$ cat config.mk
export PLATFORM = sky130hd
export DESIGN_NAME = lsu_dtcm_master
export DESIGN_NICKNAME = d
export VERILOG_FILES = /design/src/rtl/lsu_dtcm_master.sv
export SDC_FILE = /design/constraint.sdc
export NUM_CORES = 1
export LEC_CHECK = 0
export ABC_AREA = 1
export CAP_MARGIN = 20
export CORE_MARGIN = 4
export CORE_UTILIZATION = 38
export DETAILED_ROUTE_END_ITERATION = 7
export HOLD_SLACK_MARGIN = 0.02
export PLACE_DENSITY = 0.8
export SLEW_MARGIN = 20
export SYNTH_ARGS = -nofsm -noshare
export SYNTH_HDL_FRONTEND = slang
export SYNTH_SLANG_ARGS = --single-unit
$ cat constraint.sdc
create_clock -name clk -period 1.7 [get_ports clk]
set_input_delay 0.34 -clock clk [delete_from_list [all_inputs] [get_ports clk]]
set_output_delay 0.34 -clock clk [all_outputs]
set_load 0.05 [all_outputs]
$ cat src/rtl/lsu_dtcm_master.sv
// rtl/lsu_dtcm_master.sv - LSU-side DTCM cmd/rsp initiator with load alignment/extension
// Optional misaligned-access trap enabled by defining LSU_MISALIGN_CHK_EN.
module lsu_dtcm_master #(
  parameter int ADDR_W = 32,
  parameter int RAM_AW = 14,
  parameter int RAM_DW = 32,
  parameter int RAM_MW = 4
) (
  input  logic              clk,
  input  logic              rst_n,
  input  logic              req_valid,
  output logic              req_ready,
  input  logic              req_read,
  input  logic [1:0]        req_size,
  input  logic              req_unsigned,
  input  logic [ADDR_W-1:0] req_addr,
  input  logic [RAM_DW-1:0] req_wdata,
  input  logic [4:0]        req_rd,
  output logic              lsu2dtcm_cmd_valid,
  input  logic              lsu2dtcm_cmd_ready,
  output logic              lsu2dtcm_cmd_read,
  output logic [RAM_AW-1:0] lsu2dtcm_cmd_addr,
  output logic [RAM_MW-1:0] lsu2dtcm_cmd_wmask,
  output logic [RAM_DW-1:0] lsu2dtcm_cmd_wdata,
  input  logic              lsu2dtcm_rsp_valid,
  output logic              lsu2dtcm_rsp_ready,
  input  logic [RAM_DW-1:0] lsu2dtcm_rsp_rdata,
  output logic              wb_valid,
  input  logic              wb_ready,
  output logic              wb_we,
  output logic [4:0]        wb_rd,
  output logic [RAM_DW-1:0] wb_data,
  output logic              wb_err
);

  typedef enum logic [1:0] {IDLE, CMD, RSP, WB} state_t;

  state_t state_q, state_d;

  logic              read_q, unsigned_q;
  logic [1:0]        size_q, lo_q;
  logic [RAM_AW-1:0] cmd_addr_q;
  logic [RAM_MW-1:0] wmask_q;
  logic [RAM_DW-1:0] wdata_q;
  logic              wb_we_q, wb_err_q;
  logic [4:0]        wb_rd_q;
  logic [RAM_DW-1:0] wb_data_q;

  logic              accept, rsp_take, misalign;
  logic [RAM_MW-1:0] req_mask;
  logic [RAM_DW-1:0] req_wdata_rep;
  logic [RAM_DW-1:0] byte_sh, half_sh, load_data;

  logic unused_addr_hi;
  assign unused_addr_hi = ^req_addr[ADDR_W-1:RAM_AW+2];

`ifdef LSU_MISALIGN_CHK_EN
  assign misalign = ((req_size == 2'b01) & req_addr[0]) | (req_size[1] & (|req_addr[1:0]));
`else
  assign misalign = 1'b0;
`endif

  always_comb begin
    req_mask      = '1;
    req_wdata_rep = req_wdata;
    case (req_size)
      2'b00: begin
        req_mask      = {{(RAM_MW-1){1'b0}}, 1'b1} << req_addr[1:0];
        req_wdata_rep = {(RAM_DW/8){req_wdata[7:0]}};
      end
      2'b01: begin
        req_mask      = {{(RAM_MW-2){1'b0}}, 2'b11} << {req_addr[1], 1'b0};
        req_wdata_rep = {(RAM_DW/16){req_wdata[15:0]}};
      end
      default: begin
        req_mask      = '1;
        req_wdata_rep = req_wdata;
      end
    endcase
  end

  // Lane select and extension use the request attributes captured at accept.
  assign byte_sh = lsu2dtcm_rsp_rdata >> {lo_q, 3'b000};
  assign half_sh = lsu2dtcm_rsp_rdata >> {lo_q[1], 4'b0000};

  always_comb begin
    load_data = lsu2dtcm_rsp_rdata;
    case (size_q)
      2'b00:   load_data = {{(RAM_DW-8){byte_sh[7] & ~unsigned_q}}, byte_sh[7:0]};
      2'b01:   load_data = {{(RAM_DW-16){half_sh[15] & ~unsigned_q}}, half_sh[15:0]};
      default: load_data = lsu2dtcm_rsp_rdata;
    endcase
  end

  always_comb begin
    state_d            = state_q;
    req_ready          = 1'b0;
    lsu2dtcm_cmd_valid = 1'b0;
    lsu2dtcm_rsp_ready = 1'b0;
    wb_valid           = 1'b0;
    accept             = 1'b0;
    rsp_take           = 1'b0;
    case (state_q)
      IDLE: begin
        req_ready = 1'b1;
        if (req_valid) begin
          accept  = 1'b1;
          state_d = misalign ? WB : CMD;
        end
      end
      CMD: begin
        lsu2dtcm_cmd_valid = 1'b1;
        lsu2dtcm_rsp_ready = 1'b1;
        if (lsu2dtcm_cmd_ready) begin
          if (lsu2dtcm_rsp_valid) begin
            rsp_take = 1'b1;
            state_d  = WB;
          end else begin
            state_d  = RSP;
          end
        end
      end
      RSP: begin
        lsu2dtcm_rsp_ready = 1'b1;
        if (lsu2dtcm_rsp_valid) begin
          rsp_take = 1'b1;
          state_d  = WB;
        end
      end
      WB: begin
        wb_valid = 1'b1;
        if (wb_ready) state_d = IDLE;
      end
      default: state_d = IDLE;
    endcase
  end

  always_ff @(posedge clk or negedge rst_n) begin
    if (!rst_n) begin
      state_q    <= IDLE;
      read_q     <= 1'b0;
      unsigned_q <= 1'b0;
      size_q     <= 2'b00;
      lo_q       <= 2'b00;
      cmd_addr_q <= '0;
      wmask_q    <= '0;
      wdata_q    <= '0;
      wb_we_q    <= 1'b0;
      wb_err_q   <= 1'b0;
      wb_rd_q    <= 5'd0;
      wb_data_q  <= '0;
    end else begin
      state_q <= state_d;
      if (accept) begin
        read_q     <= req_read;
        unsigned_q <= req_unsigned;
        size_q     <= req_size;
        lo_q       <= req_addr[1:0];
        cmd_addr_q <= req_addr[RAM_AW+1:2];
        wmask_q    <= req_read ? '0 : req_mask;
        wdata_q    <= req_wdata_rep;
        wb_we_q    <= req_read & ~misalign;
        wb_err_q   <= misalign;
        wb_rd_q    <= req_rd;
        wb_data_q  <= '0;
      end
      // Store responses carry no data; wb_data stays 0 from accept.
      if (rsp_take && read_q) wb_data_q <= load_data;
    end
  end

  assign lsu2dtcm_cmd_read  = read_q;
  assign lsu2dtcm_cmd_addr  = cmd_addr_q;
  assign lsu2dtcm_cmd_wmask = wmask_q;
  assign lsu2dtcm_cmd_wdata = wdata_q;
  assign wb_we              = wb_we_q;
  assign wb_rd              = wb_rd_q;
  assign wb_data            = wb_data_q;
  assign wb_err             = wb_err_q;

endmodule
== Word level (Yosys, flattened, before mapping) ==
Index checks and enable logic that the tools add are counted.

* Register bits: 95
* Bits in latches: 0
* Memory bits (writable): 0
* Bits in read-only memories: 0
* Input bits: 111
* Logic and storage cells: 54
* Memories kept: 0

* Add/subtract/negate cells: 0
* Multipliers: 0
* Divide/modulo/power cells: 0
* Magnitude comparators: 0
* Equality and inequality tests: 9
* Shift operators: 4
* Mux-type cells: 21
* Bitwise operators: 3
* Reduce and logical (&&, ||, !) cells: 7

{| class="wikitable"
|+ Operator list
! kind !! count
|-
| 32-bit case mux with 2 select lines || 2
|-
| 32-bit two-way mux || 2
|-
| 32-bit by 5-bit >> shifter with 16-bit output || 1
|-
| 32-bit by 5-bit >> shifter with 8-bit output || 1
|-
| 1-bit two-way mux || 9
|-
| 2-bit two-way mux || 4
|-
| 2-bit inequality test (second input constant) || 4
|-
| 2-bit case mux with 4 select lines || 1
|-
| 4-bit case mux with 2 select lines || 1
|-
| 2-bit by 1-bit == test with 1-bit output (second input constant) || 3
|-
| 2-bit logical NOT || 3
|-
| 2-bit == test (second input constant) || 2
|-
| 4-bit two-way mux || 1
|-
| 4-bit AND reduction || 1
|-
| 1-bit by 2-bit << shifter with 4-bit output (first input constant) || 1
|-
| 2-bit by 2-bit << shifter with 4-bit output (first input constant) || 1
|-
| 1-bit AND || 2
|-
| 1-bit case mux with 2 select lines || 1
|-
| 2-bit nonzero test || 1
|-
| 2-bit OR reduction || 1
|-
| 1-bit logical AND || 1
|-
| 1-bit inverter || 1
|}

== Logic depth before layout (Yosys ltp) ==
Gate-level depths: netlist of run 1.

* Depth in word-level cells: 5
* Gate-level depth with buffers: 11
* Mapped depth without buffers: 9

== Worst setup path before layout of run 1 ==
Ideal clock, no wire load.

* Kind: reg-to-reg
* From: reg state_q[0]
* To: reg wb_data_q[21], in the netlist wb_data[21]
* Arrival: 1.988 ns
* Data required time: 1.583 ns
* Slack: -0.405 ns
* Cell stages (with the launch flop): 10
* Path through: dfrtp_1 -> inv_1 -> ha_1 -> nand3_1 -> nor2_2 -> inv_1 -> buf_2 -> buf_2 -> nand3_1 -> nand2_2

* Longest elaborated chain between the ends: 4
* Elaborated cells on any way between the ends: 8
* Classes of those cells: 2 x eq/ne; 3 x mux; 3 x reduce/logical

{| class="wikitable"
|+ Ends and longest elaborated chain
! item !! line !! source
|-
| start: declaration || 38 || <nowiki>state_t state_q, state_d;</nowiki>
|-
| start signal: assignment || 153 || <nowiki>state_q <= state_d;</nowiki>
|-
| 2-bit == test or 2-bit by 1-bit == test with 1-bit output (tied branches) || 103 || <nowiki>case (state_q)</nowiki>
|-
| 1-bit case mux with 2 select lines || 103 ||
|-
| 1-bit logical AND || 168 || <nowiki>if (rsp_take && read_q) wb_data_q <= load_data;</nowiki>
|-
| 32-bit two-way mux or 2-bit nonzero test (tied branches) || -- ||
|-
| end signal: assignment || 168 ||
|-
| end: declaration || 47 || <nowiki>logic [RAM_DW-1:0] wb_data_q;</nowiki>
|}

Parallel ways exist; a longest one is shown, timed or not.
A chain may end at the register's enable or synchronous reset.

== Worst setup path in the final report of run 1 ==
* From: reg state_q[1]
* To: out lsu2dtcm_cmd_valid

* Longest elaborated chain between the ends: 2

{| class="wikitable"
|+ Ends and longest elaborated chain
! item !! line !! source
|-
| 2-bit by 1-bit == test with 1-bit output || 103 ||
|-
| 1-bit two-way mux || 103 ||
|-
| end: declaration || 19 || <nowiki>output logic lsu2dtcm_cmd_valid,</nowiki>
|}

No other way between the ends.

==> flow_summary.yaml, run 1 <==
outcome:
  status: "finished, final reports clean"
synthesis:
  synth_seq_area_share_pct: 50.8
  avgSynthCellArea_um2: 7.65
  synthCells: 611
  syn_area_um2: 4680
  synth_nets: 727
  synthDistinctLibCells: 24
  ys_ff_latch: 95
  yosysWarningCount: 0
routing:
  vias: 4758
  wl_per_cell_um: 15.3
  ant_nets: 0
  viasPerCell: 4.95
  first_pass_iters: 5
  drt_first_iter_violations: 455
  wl_um: 14700
  drc_errors: 0
clock_network:
  cts.sinks: 95
  clkLatencyLatePin_ns: 0.33
  ctsHtreeMaxLevel: 3
  cts_root_buffer: "clkbuf_16"
  path_clk_slew_ns: 0.07
  cts_buffers: 9
  cts_tree: "built"
  clock_path_buffers: 2
setup_path:
  startpoint: "state_q[1]"
  cp.arrival_ns: 1.30
  crit_buf_inv: 3
  path_max_fanout: 5
  crit_required_ns: 1.36
  cp_cell_sequence: "inv_2 -> ha_4 -> buf_4 -> buf_12"
  startpoint_type: "flip-flop"
  critPathKind: "flip-flop to output pin"
  r2r_start: "state_q[1]"
  critPathSlowestCell: "dfrtp_1"
  crit_path_end: "lsu2dtcm_cmd_valid"
  cp_top_family: "flip-flops"
  crit_cells: 4
  rrSetupSlack_ns: 0.14
  critical_path.endpoint_type: "output pin"
  cpPeakStageDelay_ns: 0.41
  r2r_cells: 9
  regToRegEndpoint: "wb_data[25]"
timing:
  drv_slew: 0
  rsz0062_at_grt: "no"
  fin_worst_skew_ns: 0.00851
  setup_tns_ns: 0
  final-setup-viol-count: 0
  fin_crit_sh_pct: 96.2
  final-hold-violation-count: 0
  fmax_ghz: 0.611
  min_period_ns: 1.64
global_routing:
  overflow: 0
  grt_use_total_pct: 21.3
  grt_start_max_net_pins: 42
  first_global_vias: 4715
  antenna_found_initial: 0
  grt_pass1_wl_um: 24200
floorplanning:
  fp-row-count: 40
  die_x_um: 119
  die_y_um: 119
  start_util_pct: 38.9
  core_area_um2: 12000
  pin_count: 205
  dieArea_um2: 14100
layout:
  utilization_pct: 58.6
  finalNetCount: 926
  syn2layout_area_growth_pct: 50.4
  layout-drive-gt1-share_pct: 22.5
  final_common_cell: "nand2_1"
  mostFrequentLayoutCells: "nand2_1, buf_4, dfrtp_1"
  fillers: 1108
  insertedDiodeCount: 0
worst_hold_path:
  hold_path.class: "primary input to asynchronous set/reset pin"
place:
  dp_hpwl_um: 11200
  gp_congestion: 0.885
  io_buffer_count: 187
pwr:
  irDropWorstVdd_mv: 1.33
  p_total_w: 0.0147
  leakage_nw: 3.66
  p_per_area_nw_per_um2: 2080
run:
  maxCapViolations: 0
## final cells by class
cell class	count	area [µm²]	share of cell area [%]
Clock buffer	9	225	3.20
Clock inverter	6	68.8	0.978
Inverter	17	71.3	1.01
Multi-Input combinational cell	468	2110	30.0
Sequential cell	95	2380	33.8
Tap cell	147	184	2.62
Timing Repair Buffer	219	1990	28.3
## cell families after synthesis
kind of cell             synth area share (%)
AND/OR/NAND/NOR                          36.2
adder cells (fa/ha/maj)                  1.34
other                                  0.0802
flip-flops                               50.8
buffers and inverters                    4.95
AO/OA/AOI/OAI                            6.63
## sequential cells by signal, summed over array words and instances (netlist names)
signal,count
lsu2dtcm_cmd_wdata,32
wb_data,32
lsu2dtcm_cmd_addr,14
wb_rd,5
lsu2dtcm_cmd_wmask,4
lo_q,2
size_q,2
state_q,2
unsigned_q,1
wb_we,1
## cell usage after synthesis (all sizes together)
cell	instances	area, µm²
clkbuf	19	71.3
o21ai	22	110
a21oi	30	150
ha	5	62.6
buf	12	88.8
inv	17	71.3
o22ai	2	12.5
nand2	289	1170
nand3	51	268
a31oi	6	37.5
dfrtp	95	2380
conb	1	3.75
nor2	62	254
## worst min path at each step
stage / cells after the start / from / slack, ns / end
2_1_floorplan: 0 / rst_n / 0.04 / lo_q[0]
3_3_place_gp: 1 / rst_n / 0.29 / wb_data[2]
3_5_place_dp: 1 / rst_n / 0.29 / wb_data[2]
4_1_cts: 2 / rst_n / 0.47 / wb_data[2]
5_1_grt: 2 / lsu2dtcm_cmd_wdata[5] / 0.50 / lsu2dtcm_cmd_wdata[5]
6_report: 2 / rst_n / 0.48 / wb_data[2]
## power breakdown
group | internal, W | switching, W
sequential | 0.00319 | 0.000600
combinational | 0.00283 | 0.00600
clock | 0.00114 | 0.000889
## repair_timing
action,CTS,global route
endpoints found under the hold margin,25,0
hold buffers,1,0
buffers inserted,0,0
endpoints found under the setup margin,2,11
cloned,0,0
gates resized for setup,1,2
## layer usage
| metal | routed length [µm] | vias up | track usage, % |
|---|---|---|---|
| met5 | 0 | - | 0 |
| met4 | 351 | 0 | 7.02 |
| met3 | 1550 | 28 | 7.31 |
| met2 | 6710 | 220 | 33.7 |
| met1 | 6130 | 2188 | 27.3 |
| li1 | - | 2322 | - |
## stage by stage
stage / std cells / setup slack (ns) / hold slack [ns] / instance area [µm²]
finish: 961 / 0.0638 / 0.476 / 7030
global route: 961 / 0.0208 / 0.503 / 7030
floorplan: 611 / -0.00571 / 0.0444 / 4730
global placement: 945 / 0.00562 / 0.291 / 6730
CTS: 961 / 0.0235 / 0.469 / 7030
detailed placement: 945 / -0.0119 / 0.292 / 6730
Power figures use the tool's default switching activity.
==> inputs of run 2 (changes only) <==
CORE_UTILIZATION = 39   (was 38)
CTS_BUF_LIST = sky130_fd_sc_hd__clkbuf_8   (was not set)
PLACE_DENSITY = 0.82   (was 0.8)
==> run 2 against run 1 <==
  * Worst hold slack lost 0.16 ns
  * Cell area shrank 1.9%
  * Clock skew grew 0.0018 ns
  * Sequential power is essentially flat
  * Clock power shrank 27%
  * Maximum frequency shrank 0.73%
  * Wire length shrank 0.11%
  * Cell count shrank 0.83%
  * Critical path depth shrank 1
  * Largest power group unchanged
==> flow_summary.yaml, run 2 (synthesis gave the netlist of run 1 again) <==
clock_network:
  cts_buffers: 9
  ctsHtreeMaxLevel: 3
  cts.sinks: 95
  path_clk_slew_ns: 0.09
  clock_path_buffers: 2
  cts_tree: "built"
  cts_root_buffer: "clkbuf_8"
  clkLatencyLatePin_ns: 0.37
floorplanning:
  die_x_um: 118
  start_util_pct: 40.4
  pin_count: 205
  die_y_um: 118
  core_area_um2: 11600
  dieArea_um2: 13800
  fp-row-count: 39
layout:
  mostFrequentLayoutCells: "nand2_1, buf_4, dfrtp_1"
  layoutNonFillerInstCount: 953
  final_common_cell: "nand2_1"
  utilization_pct: 59.7
  layout-drive-gt1-share_pct: 22.1
  stdcell_area_um2: 6900
  fillers: 1041
  finalNetCount: 921
  insertedDiodeCount: 0
  syn2layout_area_growth_pct: 47.6
place:
  dp_hpwl_um: 11100
  placedInstanceArea_um2: 6680
  place_ws_ns: -0.0191
  io_buffer_count: 187
  place_inst: 934
  gp_congestion: 0.895
setup_path:
  critical_path.endpoint_type: "output pin"
  startpoint_type: "flip-flop"
  cp.arrival_ns: 1.31
  critPathSlowestCell: "dfrtp_1"
  critPathKind: "flip-flop to output pin"
  path_max_fanout: 4
  cp_cell_sequence: "inv_4 -> ha_4 -> buf_12"
  crit_required_ns: 1.36
  cpPeakStageDelay_ns: 0.43
global_routing:
  grt_util_met2_pct: 34.2
  antenna_found_initial: 0
  grt-busiest-layer: "met2"
  grt_start_max_net_pins: 60
  use_met1_pct: 26.4
  grt_use_met3_pct: 7.88
  first_global_vias: 4722
  grt_use_total_pct: 21.2
  overflow: 0
  grt_pass1_wl_um: 23900
pwr:
  irDropWorstVdd_mv: 1.38
  p_per_area_nw_per_um2: 2040
  leakage_nw: 3.60
timing:
  fin_crit_sh_pct: 97.0
  hold-worst-slack_ns: 0.314
  final-setup-viol-count: 0
  rsz0062_at_grt: "yes"
  fin_ws_ns: 0.0517
  min_period_ns: 1.65
  fmax_ghz: 0.607
  drv_slew: 0
  fin_worst_skew_ns: 0.0103
  final-hold-violation-count: 0
routing:
  ant_nets: 0
  drt_first_iter_violations: 374
  drc_errors: 0
  wl_um: 14700
  viasPerCell: 4.95
  first_pass_iters: 6
  vias: 4714
  wl_per_cell_um: 15.5
outcome:
  status: "finished, final reports clean"
run:
  maxCapViolations: 0
worst_hold_path:
  hold_path.class: "primary input to asynchronous set/reset pin"
[run 2: metal layers]
| layer | part of all wire (%) | vias up |
|---|---|---|
| met2 | 45 | 219 |
| met4 | 2.1 | 0 |
| li1 | - | 2313 |
| met3 | 11 | 24 |
| met5 | 0 | - |
| met1 | 42 | 2158 |
[run 2: critical path, delay by kind of cell (launching register included)]
| family | cells | cell delay [ns] |
|---|---|---|
| adders and majority gates | 1 | 0.30 |
| buffers and inverters | 2 | 0.21 |
| DFF | 1 | 0.43 |
[run 2: power breakdown]
part,internal (W),total [W],switching [W]
sequential,0.00319,0.00379,0.000604
clock,0.000599,0.00148,0.000881
combinational,0.00282,0.00879,0.00597
[run 2: final timing paths]
path,from,cells after the start,slack [ns],endpoint
max,state_q[1],3,0.05,lsu2dtcm_rsp_ready
min,rst_n,2,0.31,wb_data[4]
max reg2reg,state_q[0],9,0.14,wb_data[18]
min reg2reg,lsu2dtcm_cmd_wdata[0],2,0.49,lsu2dtcm_cmd_wdata[0]
max in group asynchronous,rst_n,3,0.89,lsu2dtcm_cmd_wdata[4]
min in group clk,lsu2dtcm_cmd_wdata[0],2,0.49,lsu2dtcm_cmd_wdata[0]
[run 2: stage by stage]
stage	total power, W	setup TNS (ns)
after CTS	0.0141	0
after detailed placement	0.0126	-0.0486
final	0.0141	0
after global placement	0.0125	0
after floorplan	0.00977	-0.0571
after global routing	0.0149	-0.0233
[run 2: what timing repair did]
action	4_1_cts	5_1_grt
endpoints found under the hold margin	95	0
pin swaps	0	1
endpoints found under the setup margin	3	5
hold buffers	1	0
buffers inserted	0	2
resized for setup	2	2
[run 2: layout make-up]
cell class	instances	area [µm²]	area share, %
Sequential cell	95	2380	34.5
Timing Repair Buffer	214	1970	28.5
Clock inverter	6	52.6	0.761
Tap cell	143	179	2.59
Clock buffer	10	138	1.99
Multi-Input combinational cell	468	2110	30.6
Inverter	17	73.8	1.07
==> inputs of run 3 (changes only) <==
ABC_AREA = not set   (was 1)
PLACE_DENSITY = 0.83   (was 0.82)
clock period = 1.5 ns   (was 1.7 ns; I/O delays follow)
==> run 3 against run 2 <==
  * First-iteration DRC count rose by 5.9%
  * Setup slack got worse by 0.47 ns
  * Clock-buffer cell count did not move
  * Register-to-register slack got worse by 0.56 ns
  * Critical path type is now flip-flop to flip-flop
  * Largest cell class is now non-clock buffers
  * The run now ends with negative setup slack left
  * Largest power group unchanged
==> flow_summary.yaml, run 3 <==
outcome:
  status: "finished with violations"
  violations: "negative setup slack"
synthesis:
  avgSynthCellArea_um2: 11.2
  synth.most_common_cell: "dfrtp_1"
  synth_ff_type: "dfrtp_1"
  synth_nets: 526
  synthArstFlopShare_pct: 100
  synth_edf_count: 0
  synth_area_leaders: "dfrtp_1, mux2_2, mux2i_1"
  synth_top_area_share_pct: 51.7
  synth_common_cells: "dfrtp_1, mux2_2, nand2_1, a21oi_1, o21ai_0"
  netlist.top_cell.by_area: "dfrtp_1"
  syn_area_um2: 4600
  synthCells: 410
  ys_ff_latch: 95
  yosysWarningCount: 0
  synth_seq_area_share_pct: 51.7
  synthDistinctLibCells: 37
run:
  maxCapViolations: 0
clock_network:
  cts_buffers: 9
  cts_tree: "built"
  path_clk_slew_ns: 0.09
  ctsHtreeMaxLevel: 3
  cts.sinks: 95
  clock_path_buffers: 2
  clkLatencyLatePin_ns: 0.36
  cts_root_buffer: "clkbuf_8"
timing:
  setup_tns_ns: -14.48
  fin_crit_sh_pct: 128
  rsz0062_at_grt: "yes"
  hold-worst-slack_ns: 0.403
  maxSlewHeadroom_pct: 58.1
  fin_worst_skew_ns: 0.0105
  final-hold-violation-count: 0
  worst_pin_slew_ns: 0.629
  fmax_ghz: 0.521
  min_period_ns: 1.92
  drv_slew: 0
  final-setup-viol-count: 85
  fin_ws_ns: -0.419
worst_hold_path:
  hold_path.class: "primary input to asynchronous set/reset pin"
setup_path:
  r2r_start: "lo_q[1]"
  critical_path.endpoint_type: "flip-flop"
  path_max_fanout: 16
  cp.arrival_ns: 2.16
  crit_required_ns: 1.74
  r2r_cells: 5
  startpoint_type: "flip-flop"
  critPathKind: "flip-flop to flip-flop"
  startpoint: "lo_q[1]"
  rrSetupSlack_ns: -0.42
  regToRegEndpoint: "wb_data[16]"
global_routing:
  first_global_vias: 5052
  grt_start_max_net_pins: 50
  overflow: 0
  grt_pass1_wl_um: 26900
  grt_use_total_pct: 26.0
  antenna_found_initial: 0
routing:
  viasPerCell: 5.76
  first_pass_iters: 5
  drc_errors: 0
  wl_per_cell_um: 23.0
  wl_um: 18800
  vias: 4698
  drt_first_iter_violations: 396
  ant_nets: 0
floorplanning:
  dieArea_um2: 13600
  fp-row-count: 39
  core_area_um2: 11500
  die_x_um: 117
  start_util_pct: 40.1
  pin_count: 205
  die_y_um: 117
place:
  dp_hpwl_um: 12300
  placedInstanceArea_um2: 7980
  place_ws_ns: -0.758
  place_inst: 763
  io_buffer_count: 187
  gp_congestion: 0.865
layout:
  finalNetCount: 785
  final_common_cell: "buf_12"
  insertedDiodeCount: 0
  stdcell_area_um2: 9190
  layout-drive-gt1-share_pct: 45.5
  layoutNonFillerInstCount: 816
  syn2layout_area_growth_pct: 99.9
  fillers: 574
  mostFrequentLayoutCells: "buf_12, dfrtp_1, clkdlybuf4s50_1"
pwr:
  p_per_area_nw_per_um2: 2480
  irDropWorstVdd_mv: 1.78
  leakage_nw: 4.11
==> run 3: worst max path at each step <==
stage	endpoint	cells past startpoint
CTS	wb_data[16]	5
global placement	wb_data[30]	5
finish	wb_data[16]	5
global route	wb_data[23]	5
detailed placement	wb_data[16]	5
floorplan	wb_data[30]	7
==> run 3: through the flow <==
stage	util (%)	total power (W)
4_1_cts	76.9	0.0219
6_report	80.2	0.0228
3_3_place_gp	69.6	0.0186
3_5_place_dp	69.6	0.0191
2_1_floorplan	-	0.0116
5_1_grt	80.2	0.0236
==> run 3: cells by family after synthesis <==
logic type | synth area share, %
AOI/OAI and AO/OA | 16.8
DFF | 51.7
and+or+nand+nor | 9.22
muxes | 17.4
buffers and inverters | 3.45
adders and majority gates | 1.36
other | 0.0815
==> run 3: layout make-up <==
type | count | area [µm²] | area share (%)
Tap cell | 143 | 179 | 1.95
Clock buffer | 10 | 138 | 1.50
Sequential cell | 95 | 2380 | 25.9
Multi-Input combinational cell | 280 | 2510 | 27.3
Inverter | 5 | 18.8 | 0.204
Timing Repair Buffer | 278 | 3920 | 42.6
Clock inverter | 5 | 51.3 | 0.558
==> run 3: worst max-delay path: stages (launching register included) <==
cell and delay [ns]:
dfrtp_1 0.41, mux2_4 0.31, a222oi_1 0.51, nor4b_4 0.11, buf_12 0.18, a221o_1 0.29
==> run 3: what timing repair did <==
action                                  CTS  global route
hold buffers                              1             0
endpoints found under the hold margin    24             0
setup buffers                            18             9
cloned                                   11             4
pin swaps                                18            17
endpoints found under the setup margin   93            96
gates resized for setup                  75            79
==> run 3: power by group <==
part	switching (W)	total, W	internal (W)	leakage [nW]
Combinational	0.00782	0.0159	0.00810	2.81
Clock	0.000871	0.00167	0.000797	0.105
Sequential	0.00151	0.00526	0.00374	1.20
Total	0.0102	0.0228	0.0126	4.11
==> run 3: routing by layer <==
layer | GRT usage [%] | up-vias | share of wire [%]
met5 | 0 | - | 0
met4 | 13.4 | 0 | 4.0
met3 | 7.31 | 59 | 9.4
met2 | 45.1 | 309 | 51
met1 | 29.0 | 2311 | 36
li1 | - | 2019 | -
